File: src/rtl/ddr_ca_dly_ctrl.sv
// Command-driven tap controller for the DDR3 CA lane IOD delay lines.
// Define DDR_CA_DLY_STICKY_EN to enable per-lane sticky out-of-range tracking.
module ddr_ca_dly_ctrl #(
    parameter int unsigned LANES      = 8,
    parameter int unsigned TAP_W      = 8,
    parameter int unsigned TAP_MAX    = 127,
    parameter int unsigned INIT_TAP   = 1,
    parameter int unsigned SETTLE_CYC = 4
) (
    input  logic                     FAB_CLK,
    input  logic                     SYNC_RST,
    input  logic                     CMD_VALID,
    output logic                     CMD_READY,
    input  logic [$clog2(LANES)-1:0] CMD_LANE,
    input  logic [1:0]               CMD_OP,
    input  logic [TAP_W-1:0]         CMD_COUNT,
    output logic                     DONE,
    output logic                     DONE_ERR,
    output logic                     BUSY,
    output logic [LANES-1:0]         DELAY_LINE_LOAD,
    output logic [LANES-1:0]         DELAY_LINE_MOVE,
    output logic [LANES-1:0]         DELAY_LINE_DIRECTION,
    input  logic [LANES-1:0]         DELAY_LINE_OUT_OF_RANGE,
    output logic [LANES*TAP_W-1:0]   TAP_VALUE,
    output logic [LANES-1:0]         OOR_STICKY
);

    localparam int unsigned LANE_W = $clog2(LANES);
    localparam int unsigned CNT_W  = (SETTLE_CYC > 1) ? $clog2(SETTLE_CYC) : 1;

    localparam logic [1:0] OP_LOAD = 2'b00;
    localparam logic [1:0] OP_INC  = 2'b01;
    localparam logic [1:0] OP_SET  = 2'b11;

    localparam logic [TAP_W-1:0] TAP_MAX_V  = TAP_W'(TAP_MAX);
    localparam logic [TAP_W-1:0] INIT_TAP_V = TAP_W'(INIT_TAP);

    typedef enum logic [2:0] {
        ST_IDLE,
        ST_LOAD,
        ST_SETUP,
        ST_MOVE,
        ST_SETTLE,
        ST_FIN
    } state_t;

    state_t             state;
    logic [LANE_W-1:0]  lane_q;
    logic [1:0]         op_q;
    logic               up_q;
    logic               err_q;
    logic [TAP_W-1:0]   remaining;
    logic [CNT_W-1:0]   settle_cnt;
    logic [TAP_W-1:0]   tap [LANES];

    logic               lane_bad_c;
    logic               clamp_c;
    logic               up_c;
    logic               at_limit_c;
    logic               next_limit_c;
    logic [TAP_W-1:0]   cur_tap_c;
    logic [TAP_W-1:0]   target_c;
    logic [TAP_W-1:0]   steps_c;
    logic [TAP_W-1:0]   lane_tap_c;
    logic [TAP_W-1:0]   next_tap_c;

    // Accept-time decode: direction, step count and first-step saturation.
    always_comb begin
        lane_bad_c = {1'b0, CMD_LANE} >= (LANE_W + 1)'(LANES);
        cur_tap_c  = tap[CMD_LANE];
        clamp_c    = (CMD_OP == OP_SET) && (CMD_COUNT > TAP_MAX_V);
        target_c   = clamp_c ? TAP_MAX_V : CMD_COUNT;
        up_c       = 1'b0;
        steps_c    = CMD_COUNT;
        case (CMD_OP)
            OP_INC: up_c = 1'b1;
            OP_SET: begin
                up_c    = target_c > cur_tap_c;
                steps_c = up_c ? (target_c - cur_tap_c) : (cur_tap_c - target_c);
            end
            default: ;
        endcase
        at_limit_c = up_c ? (cur_tap_c >= TAP_MAX_V) : (cur_tap_c == '0);

        lane_tap_c   = tap[lane_q];
        next_tap_c   = up_q ? (lane_tap_c + TAP_W'(1)) : (lane_tap_c - TAP_W'(1));
        next_limit_c = up_q ? (next_tap_c >= TAP_MAX_V) : (next_tap_c == '0);
    end

    // Sequencer: strobes, handshake and tap tracking are all registered here.
    always_ff @(posedge FAB_CLK) begin
        if (SYNC_RST) begin
            state                <= ST_IDLE;
            lane_q               <= '0;
            op_q                 <= OP_LOAD;
            up_q                 <= 1'b0;
            err_q                <= 1'b0;
            remaining            <= '0;
            settle_cnt           <= '0;
            CMD_READY            <= 1'b1;
            DONE                 <= 1'b0;
            DONE_ERR             <= 1'b0;
            BUSY                 <= 1'b0;
            DELAY_LINE_LOAD      <= '0;
            DELAY_LINE_MOVE      <= '0;
            DELAY_LINE_DIRECTION <= '0;
            for (int unsigned i = 0; i < LANES; i++) begin
                tap[i] <= INIT_TAP_V;
            end
        end else begin
            DELAY_LINE_LOAD <= '0;
            DELAY_LINE_MOVE <= '0;
            DONE            <= 1'b0;
            DONE_ERR        <= 1'b0;
            case (state)
                ST_IDLE: begin
                    if (CMD_VALID) begin
                        lane_q    <= CMD_LANE;
                        op_q      <= CMD_OP;
                        BUSY      <= 1'b1;
                        CMD_READY <= 1'b0;
                        if (lane_bad_c) begin
                            state    <= ST_FIN;
                            DONE     <= 1'b1;
                            DONE_ERR <= 1'b1;
                        end else if (CMD_OP == OP_LOAD) begin
                            DELAY_LINE_LOAD[CMD_LANE] <= 1'b1;
                            state                     <= ST_LOAD;
                        end else if (steps_c == '0) begin
                            state    <= ST_FIN;
                            DONE     <= 1'b1;
                            DONE_ERR <= clamp_c;
                        end else if (at_limit_c) begin
                            state    <= ST_FIN;
                            DONE     <= 1'b1;
                            DONE_ERR <= 1'b1;
                        end else begin
                            DELAY_LINE_DIRECTION[CMD_LANE] <= up_c;
                            up_q      <= up_c;
                            remaining <= steps_c;
                            err_q     <= clamp_c;
                            state     <= ST_SETUP;
                        end
                    end
                end
                ST_LOAD: begin
                    settle_cnt <= CNT_W'(SETTLE_CYC - 1);
                    state      <= ST_SETTLE;
                end
                ST_SETUP: begin
                    DELAY_LINE_MOVE[lane_q] <= 1'b1;
                    state                   <= ST_MOVE;
                end
                ST_MOVE: begin
                    settle_cnt <= CNT_W'(SETTLE_CYC - 1);
                    state      <= ST_SETTLE;
                end
                ST_SETTLE: begin
                    if (settle_cnt != '0) begin
                        settle_cnt <= settle_cnt - CNT_W'(1);
                    end else if (op_q == OP_LOAD) begin
                        tap[lane_q] <= INIT_TAP_V;
                        state       <= ST_FIN;
                        DONE        <= 1'b1;
                    end else if (DELAY_LINE_OUT_OF_RANGE[lane_q]) begin
                        // IOD refused the step: keep the tracked tap where it was.
                        state    <= ST_FIN;
                        DONE     <= 1'b1;
                        DONE_ERR <= 1'b1;
                    end else begin
                        tap[lane_q] <= next_tap_c;
                        remaining   <= remaining - TAP_W'(1);
                        if (remaining == TAP_W'(1)) begin
                            state    <= ST_FIN;
                            DONE     <= 1'b1;
                            DONE_ERR <= err_q;
                        end else if (next_limit_c) begin
                            state    <= ST_FIN;
                            DONE     <= 1'b1;
                            DONE_ERR <= 1'b1;
                        end else begin
                            state <= ST_SETUP;
                        end
                    end
                end
                ST_FIN: begin
                    BUSY      <= 1'b0;
                    CMD_READY <= 1'b1;
                    state     <= ST_IDLE;
                end
                default: state <= ST_IDLE;
            endcase
        end
    end

    for (genvar g = 0; g < LANES; g++) begin : g_tap
        assign TAP_VALUE[g*TAP_W +: TAP_W] = tap[g];
    end

`ifdef DDR_CA_DLY_STICKY_EN
    logic               settle_end_c;
    logic [LANES-1:0]   sticky;

    assign settle_end_c = (state == ST_SETTLE) && (settle_cnt == '0);

    // Sticky flag: set by any step check that sees out-of-range, cleared by LOAD.
    always_ff @(posedge FAB_CLK) begin
        if (SYNC_RST) begin
            sticky <= '0;
        end else if (settle_end_c) begin
            if (op_q == OP_LOAD) begin
                sticky[lane_q] <= 1'b0;
            end else if (DELAY_LINE_OUT_OF_RANGE[lane_q]) begin
                sticky[lane_q] <= 1'b1;
            end
        end
    end

    assign OOR_STICKY = sticky;
`else
    assign OOR_STICKY = '0;
`endif

endmodule

File: config.mk
export PLATFORM = sky130hd
export DESIGN_NAME = ddr_ca_dly_ctrl
export DESIGN_NICKNAME = d
export VERILOG_FILES = /design/src/rtl/ddr_ca_dly_ctrl.sv
export SDC_FILE = /design/constraint.sdc
export NUM_CORES = 1
export LEC_CHECK = 0
export CORE_MARGIN = 3
export CORE_UTILIZATION = 50
export CTS_CLUSTER_SIZE = 30
export DETAILED_ROUTE_END_ITERATION = 10
export MAX_ROUTING_LAYER = met4
export PLACE_DENSITY = 0.76
export RECOVER_POWER = 25
export SLEW_MARGIN = 20
export SYNTH_ARGS = -nofsm -noshare
export SYNTH_HDL_FRONTEND = slang
export SYNTH_SLANG_ARGS = --single-unit
File: constraint.sdc
create_clock -name FAB_CLK -period 8.6 [get_ports FAB_CLK]
set_clock_uncertainty 0.2 [all_clocks]
set_input_delay 1.72 -clock FAB_CLK [delete_from_list [all_inputs] [get_ports FAB_CLK]]
set_output_delay 1.72 -clock FAB_CLK [all_outputs]
set_load 0.005 [all_outputs]
==> out/results.ini <==
[logic_synthesis]
synth.top_cell.area_share_pct=27.7
ys_types=72
netlist_area_sq_um=6950
synth_top_family_by_area=simple AND/OR/NAND/NOR gates
ys.flop_type=edfxtp_1
synth_adder_area_share_pct=4.61
muxShareOfSynthArea_pct=13.2
ys_ff_latch=115
syn_avg_cell_area_sq_um=9.72
seq_area_frac_synth_pct=42.4
synth_warnings=0
synth_compound_area_share_pct=14.2
yosys-top-cells-area=edfxtp_1, dfxtp_1, mux4_2
postSynthCellCount=715
synthArstFlopShare_pct=0
synth_edf_count=64
synth_simple_gate_area_share_pct=18.7
yosysTopAreaCell=edfxtp_1
synth_xor_area_share_pct=1.51

[die]
dieWidth_microns=124
dieHeight_microns=124
initial_core_util_pct=51.8
io_pins=124
num_rows=42
coreArea_sq_um=13400
dieArea_sq_um=15300

[cells_and_area]
drive_gt1_share_pct=10.2
n_antenna_cell=0
area_delta_synth_final_pct=25.7
nets=868

[grt]
top_usage_layer=met2
grt_start_max_net_pins=30
antenna_found_initial=0
grt.overflow.total=0
gr-usage-all-layers_pct=29.6
grtUsageMet3_pct=7.36
grt_pass1_wl_microns=33500
grt_pass1_vias=6272
grt_util_met2_pct=46.2
grt.met1_usage_pct=37.8

[power_and_ir_drop]
seqPwrFrac_pct=34.7
leakagePower_nw=3.21
combPwrFrac_pct=32.8
p_clk_share_pct=32.5
pwr_density_cell_nw_per_um2=235
p_switching_mw=0.729
vdd_ir_drop_max_v=0.000171
swShare_pct=35.5
p_int_mw=1.32

[setup_path]
cp_top_family=buffers and inverters
cp.required_ps=8720
worstSetupEndpointType=flip-flop
cp_num_buf_inv=3
worst-setup-path-type=in -> reg
cp.arrival_ps=7500
start_kind=input pin
slowest_stage=dlygate4sd3_1
slowest_delay_ps=970
cp_cell_sequence=dlygate4sd3_1 -> clkbuf_1 -> mux4_2 -> mux2i_1 -> ha_1 -> nand3_1 -> a2111oi_0 -> a31oi_1 -> a31oi_4 -> mux2i_1 -> xnor2_1 -> a31oi_1 -> o41ai_2 -> buf_4 -> nand2_1 -> o41ai_2
critPathMaxFanout=21

[sta]
fin_tns_setup_ps=0
grt_setup_unrepaired=no
fin_crit_sh_pct=85.8
max-slew-margin-rel_pct=35.0
worst_slew_pin_slew_ps=967
hold_viol_final=0
worst_slack_ps=1220
setup_viol=0
fin_crit_ps=7380
report.final.slew_viol_count=0
max_freq_mhz=135

[drt]
dr.pass1.iters=7
drc=0
ant_nets=0
routed_via_density=6.27
wl_microns=21600
drtIter0Drc=659
vias=6319
post_drt_wl_per_cell_microns=21.4

[clock_network]
cts-root-buf=clkbuf_16
cts_sinks=115
post_cts_resized=0
h-tree-depth=4
hold_buffers=0
clockBufferDepth=2
clkTransAtPathRegs_ps=60
cts_setup_buffers=0
cts_tree=done
clkLatencyLatePin_ps=420
cts_buffers=17

[min_path]
worstHoldPathType=reg -> reg

[placement]
post-place-ws_ps=1180
place.port_buffers=115
dpl.hpwl_microns=15900
routabilityCongestion=0.908

[outcome]
outcome=finished clean

[flow_run]
maxCapViolCount=0

final timing paths:
| path | startpoint | to | slack, ps | cells after the start |
|---|---|---|---|---|
| max | CMD_LANE[1] | DONE_ERR | 1220 | 16 |
| min | DELAY_LINE_DIRECTION[4] | DELAY_LINE_DIRECTION[4] | 270 | 2 |
| max reg2reg | tap[7][5] | DONE_ERR | 3660 | 15 |
| min reg2reg | DELAY_LINE_DIRECTION[4] | DELAY_LINE_DIRECTION[4] | 270 | 2 |
state kept, by name (all words and copies together), names as in the netlist, 2 cells and up, named ones only:
signal / cells
state: 3
DELAY_LINE_MOVE: 8
remaining: 8
DELAY_LINE_DIRECTION: 8
tap: 64
DELAY_LINE_LOAD: 8
lane_q: 3
op_q: 2
settle_cnt: 2
cell type report:
class                           instances  area (sq um)
Clock buffer                           24           513
Tap cell                              176           220
Timing Repair Buffer                  128          1240
Sequential cell                       115          2940
Clock inverter                          8          48.8
Fill cell                            1026          4670
Multi-Input combinational cell        528          3650
Inverter                               29           109
tightest hold or removal path: cells and delay by family (launching register included):
family / cells / cell delay (ps)
muxes: 1 / 50
and+or+nand+nor: 1 / 60
DFF: 1 / 310
cells by family after synthesis:
kind of cell / count (synthesis)
compound gates: 146
fa+ha+maj: 25
flops: 115
xor+xnor: 12
mux: 64
other cells: 1
simple gates: 273
buf+inv: 79
through the flow:
stage	cells	power [mW]	instance area, sq um	hold slack, ps	util [%]
floorplan	722	1.19	6970	236	-
global placement	976	1.36	8170	242	61.0
detailed placement	976	1.38	8170	264	61.0
CTS	1008	2.05	8730	280	65.2
global route	1008	2.15	8730	302	65.2
finish	1008	2.05	8730	267	65.2
power groups by stage:
stage	sequential, mW	clock [mW]	combinational, mW
after floorplan	0.671	0	0.520
after global placement	0.715	0	0.645
after detailed placement	0.720	0	0.661
after CTS	0.711	0.669	0.668
after global routing	0.721	0.690	0.739
final	0.712	0.667	0.674
cells in the mapped netlist, drive strengths merged (11+ instances only):
library cell,count
ha,24
dfxtp,51
nor3,20
clkbuf,29
a21oi,40
o21ai,37
mux2i,34
nor4,11
mux4,21
nand2,54
nand2b,11
inv,29
nand3,15
buf,21
nor2,109
edfxtp,64
layout by cell type (no fill, tap or decap), drive strengths merged, types with 12 or more instances in the layout:
| master | instances |
|---|---|
| dfxtp | 51 |
| dlygate4sd3 | 52 |
| a21oi | 40 |
| nor2 | 109 |
| clkbuf | 25 |
| mux2i | 34 |
| clkdlybuf4s50 | 63 |
| nand2 | 54 |
| buf | 12 |
| nor3 | 20 |
| inv | 30 |
| ha | 24 |
| mux4 | 21 |
| o21ai | 37 |
| nand3 | 15 |
| edfxtp | 64 |
metal layers:
| metal | wire [microns] | vias to the layer above |
|---|---|---|
| li1 | - | 2838 |
| met1 | 8400 | 3025 |
| met2 | 10500 | 412 |
| met3 | 2200 | 44 |
| met4 | 480 | 0 |
| met5 | 0 | - |
Power figures use the tool's default switching activity.
